**src/rtl/panda_risc_v_mem_access_arbiter_if.sv**
```systemverilog
// Request/response bundle of one memory access port.
// The master drives requests and receives in-order responses.
`timescale 1ns/1ps
interface panda_risc_v_mem_access_arbiter_if;
    logic [31:0] req_addr;
    logic        req_read;
    logic [31:0] req_wdata;
    logic [3:0]  req_wmask;
    logic        req_valid;
    logic        req_ready;
    logic [31:0] resp_rdata;
    logic [1:0]  resp_err;
    logic        resp_valid;

    modport master (
        output req_addr, req_read, req_wdata, req_wmask, req_valid,
        input  req_ready, resp_rdata, resp_err, resp_valid
    );

    modport slave (
        input  req_addr, req_read, req_wdata, req_wmask, req_valid,
        output req_ready, resp_rdata, resp_err, resp_valid
    );
endinterface

```
**src/rtl/panda_risc_v_mem_access_arbiter.sv**
```systemverilog
// Round-robin arbiter sharing one memory port between IFU (m0) and LSU (m1).
// A tag FIFO remembers the owner of each accepted request to route in-order responses.
`timescale 1ns/1ps
module panda_risc_v_mem_access_arbiter #(
    parameter int unsigned simulation_delay = 1,
    parameter int unsigned OUTSTANDING_MAX  = 4
) (
    input  logic                                     clk,
    input  logic                                     rst,
    panda_risc_v_mem_access_arbiter_if.slave         m0,
    panda_risc_v_mem_access_arbiter_if.slave         m1,
    panda_risc_v_mem_access_arbiter_if.master        s,
    output logic [3:0]                               outstanding_n
);

    localparam int unsigned PtrW = $clog2(OUTSTANDING_MAX);

    logic [3:0]                 count_q, count_d;
    logic [PtrW-1:0]            wptr_q, wptr_d, rptr_q, rptr_d;
    logic [OUTSTANDING_MAX-1:0] tag_q, tag_d;
    logic                       last_grant_q, last_grant_d;
    logic                       lock_q, lock_d;
    logic                       lock_id_q, lock_id_d;

    logic tag_full, any_valid, grant, accept, pop, head;

    function automatic logic [PtrW-1:0] ptr_inc(input logic [PtrW-1:0] p);
        return (p == PtrW'(OUTSTANDING_MAX - 1)) ? '0 : p + PtrW'(1);
    endfunction

    always_comb begin
        tag_full  = (count_q == 4'(OUTSTANDING_MAX));
        any_valid = m0.req_valid | m1.req_valid;
        // grant: 0 selects m0, 1 selects m1
        if (lock_q) begin
            grant = lock_id_q;
        end else if (m0.req_valid && m1.req_valid) begin
            grant = ~last_grant_q;
        end else begin
            grant = m1.req_valid;
        end

        s.req_valid = any_valid & ~tag_full & ~rst;
        s.req_addr  = grant ? m1.req_addr  : m0.req_addr;
        s.req_read  = grant ? m1.req_read  : m0.req_read;
        s.req_wdata = grant ? m1.req_wdata : m0.req_wdata;
        s.req_wmask = grant ? m1.req_wmask : m0.req_wmask;

        m0.req_ready = s.req_valid & s.req_ready & ~grant;
        m1.req_ready = s.req_valid & s.req_ready & grant;

        accept = s.req_valid & s.req_ready;
        // A response with nothing outstanding is dropped rather than corrupting the FIFO
        pop    = s.resp_valid & (count_q != 4'd0) & ~rst;
        head   = tag_q[rptr_q];

        m0.resp_valid = pop & ~head;
        m1.resp_valid = pop & head;
        m0.resp_rdata = s.resp_rdata;
        m1.resp_rdata = s.resp_rdata;
        m0.resp_err   = s.resp_err;
        m1.resp_err   = s.resp_err;

        outstanding_n = count_q;
    end

    always_comb begin
        tag_d        = tag_q;
        wptr_d       = wptr_q;
        rptr_d       = rptr_q;
        last_grant_d = last_grant_q;
        lock_d       = lock_q;
        lock_id_d    = lock_id_q;

        if (accept) begin
            tag_d[wptr_q] = grant;
            wptr_d        = ptr_inc(wptr_q);
            last_grant_d  = grant;
            lock_d        = 1'b0;
        end else if (s.req_valid) begin
            lock_d    = 1'b1;
            lock_id_d = grant;
        end

        if (pop) begin
            rptr_d = ptr_inc(rptr_q);
        end

        unique case ({accept, pop})
            2'b10:   count_d = count_q + 4'd1;
            2'b01:   count_d = count_q - 4'd1;
            default: count_d = count_q;
        endcase
    end

    always_ff @(posedge clk or posedge rst) begin
        if (rst) begin
            count_q      <= 4'd0;
            wptr_q       <= '0;
            rptr_q       <= '0;
            tag_q        <= '0;
            last_grant_q <= 1'b1;
            lock_q       <= 1'b0;
            lock_id_q    <= 1'b0;
        end else begin
            count_q      <= count_d;
            wptr_q       <= wptr_d;
            rptr_q       <= rptr_d;
            tag_q        <= tag_d;
            last_grant_q <= last_grant_d;
            lock_q       <= lock_d;
            lock_id_q    <= lock_id_d;
        end
    end

    assert property (@(posedge clk) disable iff (rst) !(s.resp_valid && (count_q == 4'd0)))
        else $error("response with no request outstanding (sim delay %0d)", simulation_delay);

endmodule

```
**src/flat_wrapper.sv**
```systemverilog
// flat-port wrapper written by rule: the top's interface ports become plain ports
module panda_risc_v_mem_access_arbiter_flat 
#(
    parameter int unsigned simulation_delay = 1,
    parameter int unsigned OUTSTANDING_MAX  = 4
)
  (clk, rst, outstanding_n, m0_req_addr, m0_req_read, m0_req_wdata, m0_req_wmask, m0_req_valid, m0_req_ready, m0_resp_rdata, m0_resp_err, m0_resp_valid, m1_req_addr, m1_req_read, m1_req_wdata, m1_req_wmask, m1_req_valid, m1_req_ready, m1_resp_rdata, m1_resp_err, m1_resp_valid, s_req_addr, s_req_read, s_req_wdata, s_req_wmask, s_req_valid, s_req_ready, s_resp_rdata, s_resp_err, s_resp_valid);
  panda_risc_v_mem_access_arbiter_if m0_i ();
  panda_risc_v_mem_access_arbiter_if m1_i ();
  panda_risc_v_mem_access_arbiter_if s_i ();
  input  logic clk;
  input  logic rst;
  output logic [3:0] outstanding_n;
  input wire logic [$bits(m0_i.req_addr)-1:0] m0_req_addr;
  input wire logic [$bits(m0_i.req_read)-1:0] m0_req_read;
  input wire logic [$bits(m0_i.req_wdata)-1:0] m0_req_wdata;
  input wire logic [$bits(m0_i.req_wmask)-1:0] m0_req_wmask;
  input wire logic [$bits(m0_i.req_valid)-1:0] m0_req_valid;
  output wire logic [$bits(m0_i.req_ready)-1:0] m0_req_ready;
  output wire logic [$bits(m0_i.resp_rdata)-1:0] m0_resp_rdata;
  output wire logic [$bits(m0_i.resp_err)-1:0] m0_resp_err;
  output wire logic [$bits(m0_i.resp_valid)-1:0] m0_resp_valid;
  input wire logic [$bits(m1_i.req_addr)-1:0] m1_req_addr;
  input wire logic [$bits(m1_i.req_read)-1:0] m1_req_read;
  input wire logic [$bits(m1_i.req_wdata)-1:0] m1_req_wdata;
  input wire logic [$bits(m1_i.req_wmask)-1:0] m1_req_wmask;
  input wire logic [$bits(m1_i.req_valid)-1:0] m1_req_valid;
  output wire logic [$bits(m1_i.req_ready)-1:0] m1_req_ready;
  output wire logic [$bits(m1_i.resp_rdata)-1:0] m1_resp_rdata;
  output wire logic [$bits(m1_i.resp_err)-1:0] m1_resp_err;
  output wire logic [$bits(m1_i.resp_valid)-1:0] m1_resp_valid;
  output wire logic [$bits(s_i.req_addr)-1:0] s_req_addr;
  output wire logic [$bits(s_i.req_read)-1:0] s_req_read;
  output wire logic [$bits(s_i.req_wdata)-1:0] s_req_wdata;
  output wire logic [$bits(s_i.req_wmask)-1:0] s_req_wmask;
  output wire logic [$bits(s_i.req_valid)-1:0] s_req_valid;
  input wire logic [$bits(s_i.req_ready)-1:0] s_req_ready;
  input wire logic [$bits(s_i.resp_rdata)-1:0] s_resp_rdata;
  input wire logic [$bits(s_i.resp_err)-1:0] s_resp_err;
  input wire logic [$bits(s_i.resp_valid)-1:0] s_resp_valid;
  assign m0_i.req_addr = m0_req_addr;
  assign m0_i.req_read = m0_req_read;
  assign m0_i.req_wdata = m0_req_wdata;
  assign m0_i.req_wmask = m0_req_wmask;
  assign m0_i.req_valid = m0_req_valid;
  assign m0_req_ready = m0_i.req_ready;
  assign m0_resp_rdata = m0_i.resp_rdata;
  assign m0_resp_err = m0_i.resp_err;
  assign m0_resp_valid = m0_i.resp_valid;
  assign m1_i.req_addr = m1_req_addr;
  assign m1_i.req_read = m1_req_read;
  assign m1_i.req_wdata = m1_req_wdata;
  assign m1_i.req_wmask = m1_req_wmask;
  assign m1_i.req_valid = m1_req_valid;
  assign m1_req_ready = m1_i.req_ready;
  assign m1_resp_rdata = m1_i.resp_rdata;
  assign m1_resp_err = m1_i.resp_err;
  assign m1_resp_valid = m1_i.resp_valid;
  assign s_req_addr = s_i.req_addr;
  assign s_req_read = s_i.req_read;
  assign s_req_wdata = s_i.req_wdata;
  assign s_req_wmask = s_i.req_wmask;
  assign s_req_valid = s_i.req_valid;
  assign s_i.req_ready = s_req_ready;
  assign s_i.resp_rdata = s_resp_rdata;
  assign s_i.resp_err = s_resp_err;
  assign s_i.resp_valid = s_resp_valid;
  panda_risc_v_mem_access_arbiter #(.simulation_delay(simulation_delay), .OUTSTANDING_MAX(OUTSTANDING_MAX)) u_core (.clk(clk), .rst(rst), .m0(m0_i), .m1(m1_i), .s(s_i), .outstanding_n(outstanding_n));
endmodule
```
**config.mk**
```make
export PLATFORM = sky130hd
export DESIGN_NAME = panda_risc_v_mem_access_arbiter_flat
export DESIGN_NICKNAME = d
export VERILOG_FILES = /design/src/rtl/panda_risc_v_mem_access_arbiter_if.sv /design/src/rtl/panda_risc_v_mem_access_arbiter.sv /design/src/flat_wrapper.sv
export SDC_FILE = /design/constraint.sdc
export NUM_CORES = 1
export LEC_CHECK = 0
export CORE_AREA = 5 5 123 125
export DETAILED_ROUTE_END_ITERATION = 12
export DIE_AREA = 0 0 128 130
export GPL_TIMING_DRIVEN = 0
export HOLD_SLACK_MARGIN = 0.1
export PLACE_DENSITY = 0.71
export RECOVER_POWER = 100
export SYNTH_ARGS = -nofsm -noshare
export SYNTH_HDL_FRONTEND = slang
export SYNTH_SLANG_ARGS = --single-unit
```
**constraint.sdc**
```tcl
create_clock -name clk -period 2.5 [get_ports clk]
set_input_delay 0.25 -clock clk [delete_from_list [all_inputs] [get_ports clk]]
set_output_delay 0.25 -clock clk [all_outputs]
set_load 0.05 [all_outputs]
```
==> flow_summary.yaml <==
yosys:
  ys_seq_area_share_pct: 17.1
  synthCells: 223
  syn-num-nets: 409
  yosys_register_bits: 15
  postSynthAreaPerCell_um2: 9.89
  synth.distinct_cells: 30
  yosysWarnings: 0
  syn_area_mm2: 0.00220
sta:
  hold_viol: 0
  max_freq_mhz: 403
  min_period_ns: 2.48
  finalSetupViolations: 0
  slew_viol_final: 0
  skew_ns: 0.00186
  finalCritPeriodShare_pct: 99.3
  slew_headroom_pct: 44.4
  grt_setup_unrepaired: "yes"
  worstMarginPinSlew_ns: 0.834
  hold_ws_ns: 0.504
placed_design:
  placed_area_mm2: 0.00534
  dp.cells: 692
  place.gp.congestion: 0.804
  dp.final_hpwl_um: 10400
  port_buffers: 289
drt:
  vias: 2721
  drt_iter0_markers: 26
  drc_errors: 0
  ant_nets: 0
  drtPass1Iterations: 4
  drt_wl_total_um: 11700
  avgViaCountPerCell: 3.85
  wl_per_cell_um: 16.6
critical_path:
  cp_cell_sequence: "a21boi_0 -> mux2i_2 -> buf_2 -> mux2_2 -> dlygate4sd2_1"
  cp-end-kind: "output port"
  slowest_delay_ns: 0.52
  critical_path_required_ns: 2.25
  cp_slowest_cell: "dfstp_2"
  crit_fanout: 10
  crit_family: "buffers and inverters"
  path_buf_inv: 2
  worstSetupStartpointType: "flop"
  crit_type: "reg2out"
  worstPathArrival_ns: 2.23
pwr:
  p_leak_nw: 2.29
  powerDensity_mw_per_mm2: 898
  vdd_drop_max_mv: 0.338
floorplanning:
  initial_utilization_pct: 16.0
  dieHeight_um: 130
  std_cell_rows: 43
  die_width_um: 128
  core_area_mm2: 0.0138
  boundaryPins: 324
  dieArea_mm2: 0.0166
global_routing:
  grt_pass1_wl_um: 16200
  grt_start_max_net_pins: 16
  track_usage_pct: 12.3
  first_global_vias: 2990
  antenna_found_initial: 0
  overflow: 0
clock_network:
  hold_buffers: 0
  clock-root-buffer: "clkbuf_16"
  clkSlewWorstSetupHoldPaths_ns: 0.05
  tritoncts: "built"
  htree_num_levels: 1
  cts_sinks: 15
  insertion_delay_ns: 0.25
  cts_buffer_depth: 2
  numCtsBuffers: 3
final_layout:
  antenna_cells: 0
  area_delta_synth_final_pct: 137
  fin_nets: 713
  instances_no_fill: 706
  drive_gt1_share_pct: 43.7
  final_cell_mix: "clkdlybuf4s50_1 (142), buf_4 (78), dlygate4sd3_1 (74)"
  fin_area_mm2: 0.00523
  fill_cells: 1417
  final_common_cell: "clkdlybuf4s50_1"
run:
  drv_cap: 0
run_status:
  status: "completed"
min_path:
  hold_class: "reg2reg"
## final timing paths
check,start,end,slack [ns],depth (start not counted)
setup / recovery,u_core.last_grant_q$_DFFE_PP1P_,s_req_read,0.02,5
max in group asynchronous,rst,u_core.outstanding_n[0]$_DFFE_PP0P_,1.05,3
hold reg to reg,u_core.last_grant_q$_DFFE_PP1P_,u_core.last_grant_q$_DFFE_PP1P_,0.50,2
setup reg to reg,u_core.outstanding_n[3]$_DFFE_PP0P_,u_core.outstanding_n[3]$_DFFE_PP0P_,0.09,8
hold / removal,u_core.last_grant_q$_DFFE_PP1P_,u_core.last_grant_q$_DFFE_PP1P_,0.50,2
min in group asynchronous,rst,u_core.tag_q[0]$_DFFE_PP0P_,0.88,3
## worst register-to-register path, stage by stage, from the launching register on
cell,delay (ns)
dfrtp_1,0.43
or4_1,0.51
and3_1,0.21
buf_6,0.14
ha_1,0.26
nor4bb_1,0.32
mux2i_1,0.13
a21oi_1,0.20
xor2_1,0.15
## cell type report
cell class                      instances  area [um^2]  area share [%]
Timing Repair Buffer                  299         2670            50.9
Clock buffer                            4         78.8            1.51
Tap cell                              180          225            4.31
Inverter                                4         18.8           0.359
Buffer                                 78          588            11.2
Sequential cell                        15          380            7.27
Multi-Input combinational cell        126         1270            24.4
## flip-flops by register name (all words and copies together) (netlist names)
signal                count
u_core.lock_id_q          1
u_core.last_grant_q       1
u_core.tag_q              4
u_core.wptr_q             2
u_core.rptr_q             2
u_core.lock_q             1
u_core.outstanding_n      4
## layer usage
layer	GRT usage, %	wire length [um]
met1	12.9	3960
met2	23.3	6320
met3	4.67	1300
met4	2.37	134
met5	0	0
## cell usage after synthesis
cell      number  area, um^2
a21boi_0       1        7.51
a21oi_1        7        35.0
a31oi_1        4        25.0
and2_1         1        6.26
and2_2         1        7.51
and3_1         1        6.26
buf_2          9        45.0
buf_4         68         510
buf_6          1        11.3
dfrtp_1       14         350
dfstp_2        1        26.3
ha_1           8         100
inv_1          4        15.0
mux2_2        71         800
mux2_4         2        30.0
mux2i_1        2        20.0
mux4_2         1        22.5
nand2_1        1        3.75
nand3b_1       1        7.51
nor2_1        10        37.5
nor2b_1        1        6.26
nor3_1         1        5.00
nor4_1         1        6.26
nor4b_2        1        15.0
nor4b_4        1        23.8
nor4bb_1       2        20.0
o21ai_0        2        10.0
or4_1          1        7.51
xnor2_1        1        8.76
xor2_1         4        35.0
## metrics by stage
step / TNS, ns / utilization [%] / worst slack (ns) / power, mW
after floorplan: 0 / - / 0.00431 / 3.27
after global placement: -44.69 / 38.8 / -0.818 / 4.60
after detailed placement: -46.36 / 38.8 / -0.830 / 4.64
after CTS: -1.64 / 39.7 / -0.108 / 4.87
after global routing: -1.26 / 38.0 / -0.0989 / 4.93
final: 0 / 38.0 / 0.0172 / 4.70
## logic make-up after synthesis
family | Yosys count | share of synthesized area, %
XOR/XNOR | 5 | 1.99
adder cells (fa/ha/maj) | 8 | 4.54
buffers and inverters | 82 | 26.4
flip-flops | 15 | 17.1
AO/OA/AOI/OAI | 14 | 3.52
AND/OR/NAND/NOR | 23 | 6.92
multiplexers | 76 | 39.6
## power by group
group	leakage [nW]	total, mW	switching, mW	internal, mW
combinational	2.08	3.88	2.45	1.44
clock	0.0382	0.313	0.0966	0.216
sequential	0.169	0.506	0.131	0.374
## what timing repair did
action	in CTS	in global routing
pin swaps	1	0
resized for setup	206	99
endpoints found under the setup margin	76	63
buffers inserted	3	7
hold endpoints to repair	0	0
Power figures use the tool's default switching activity.
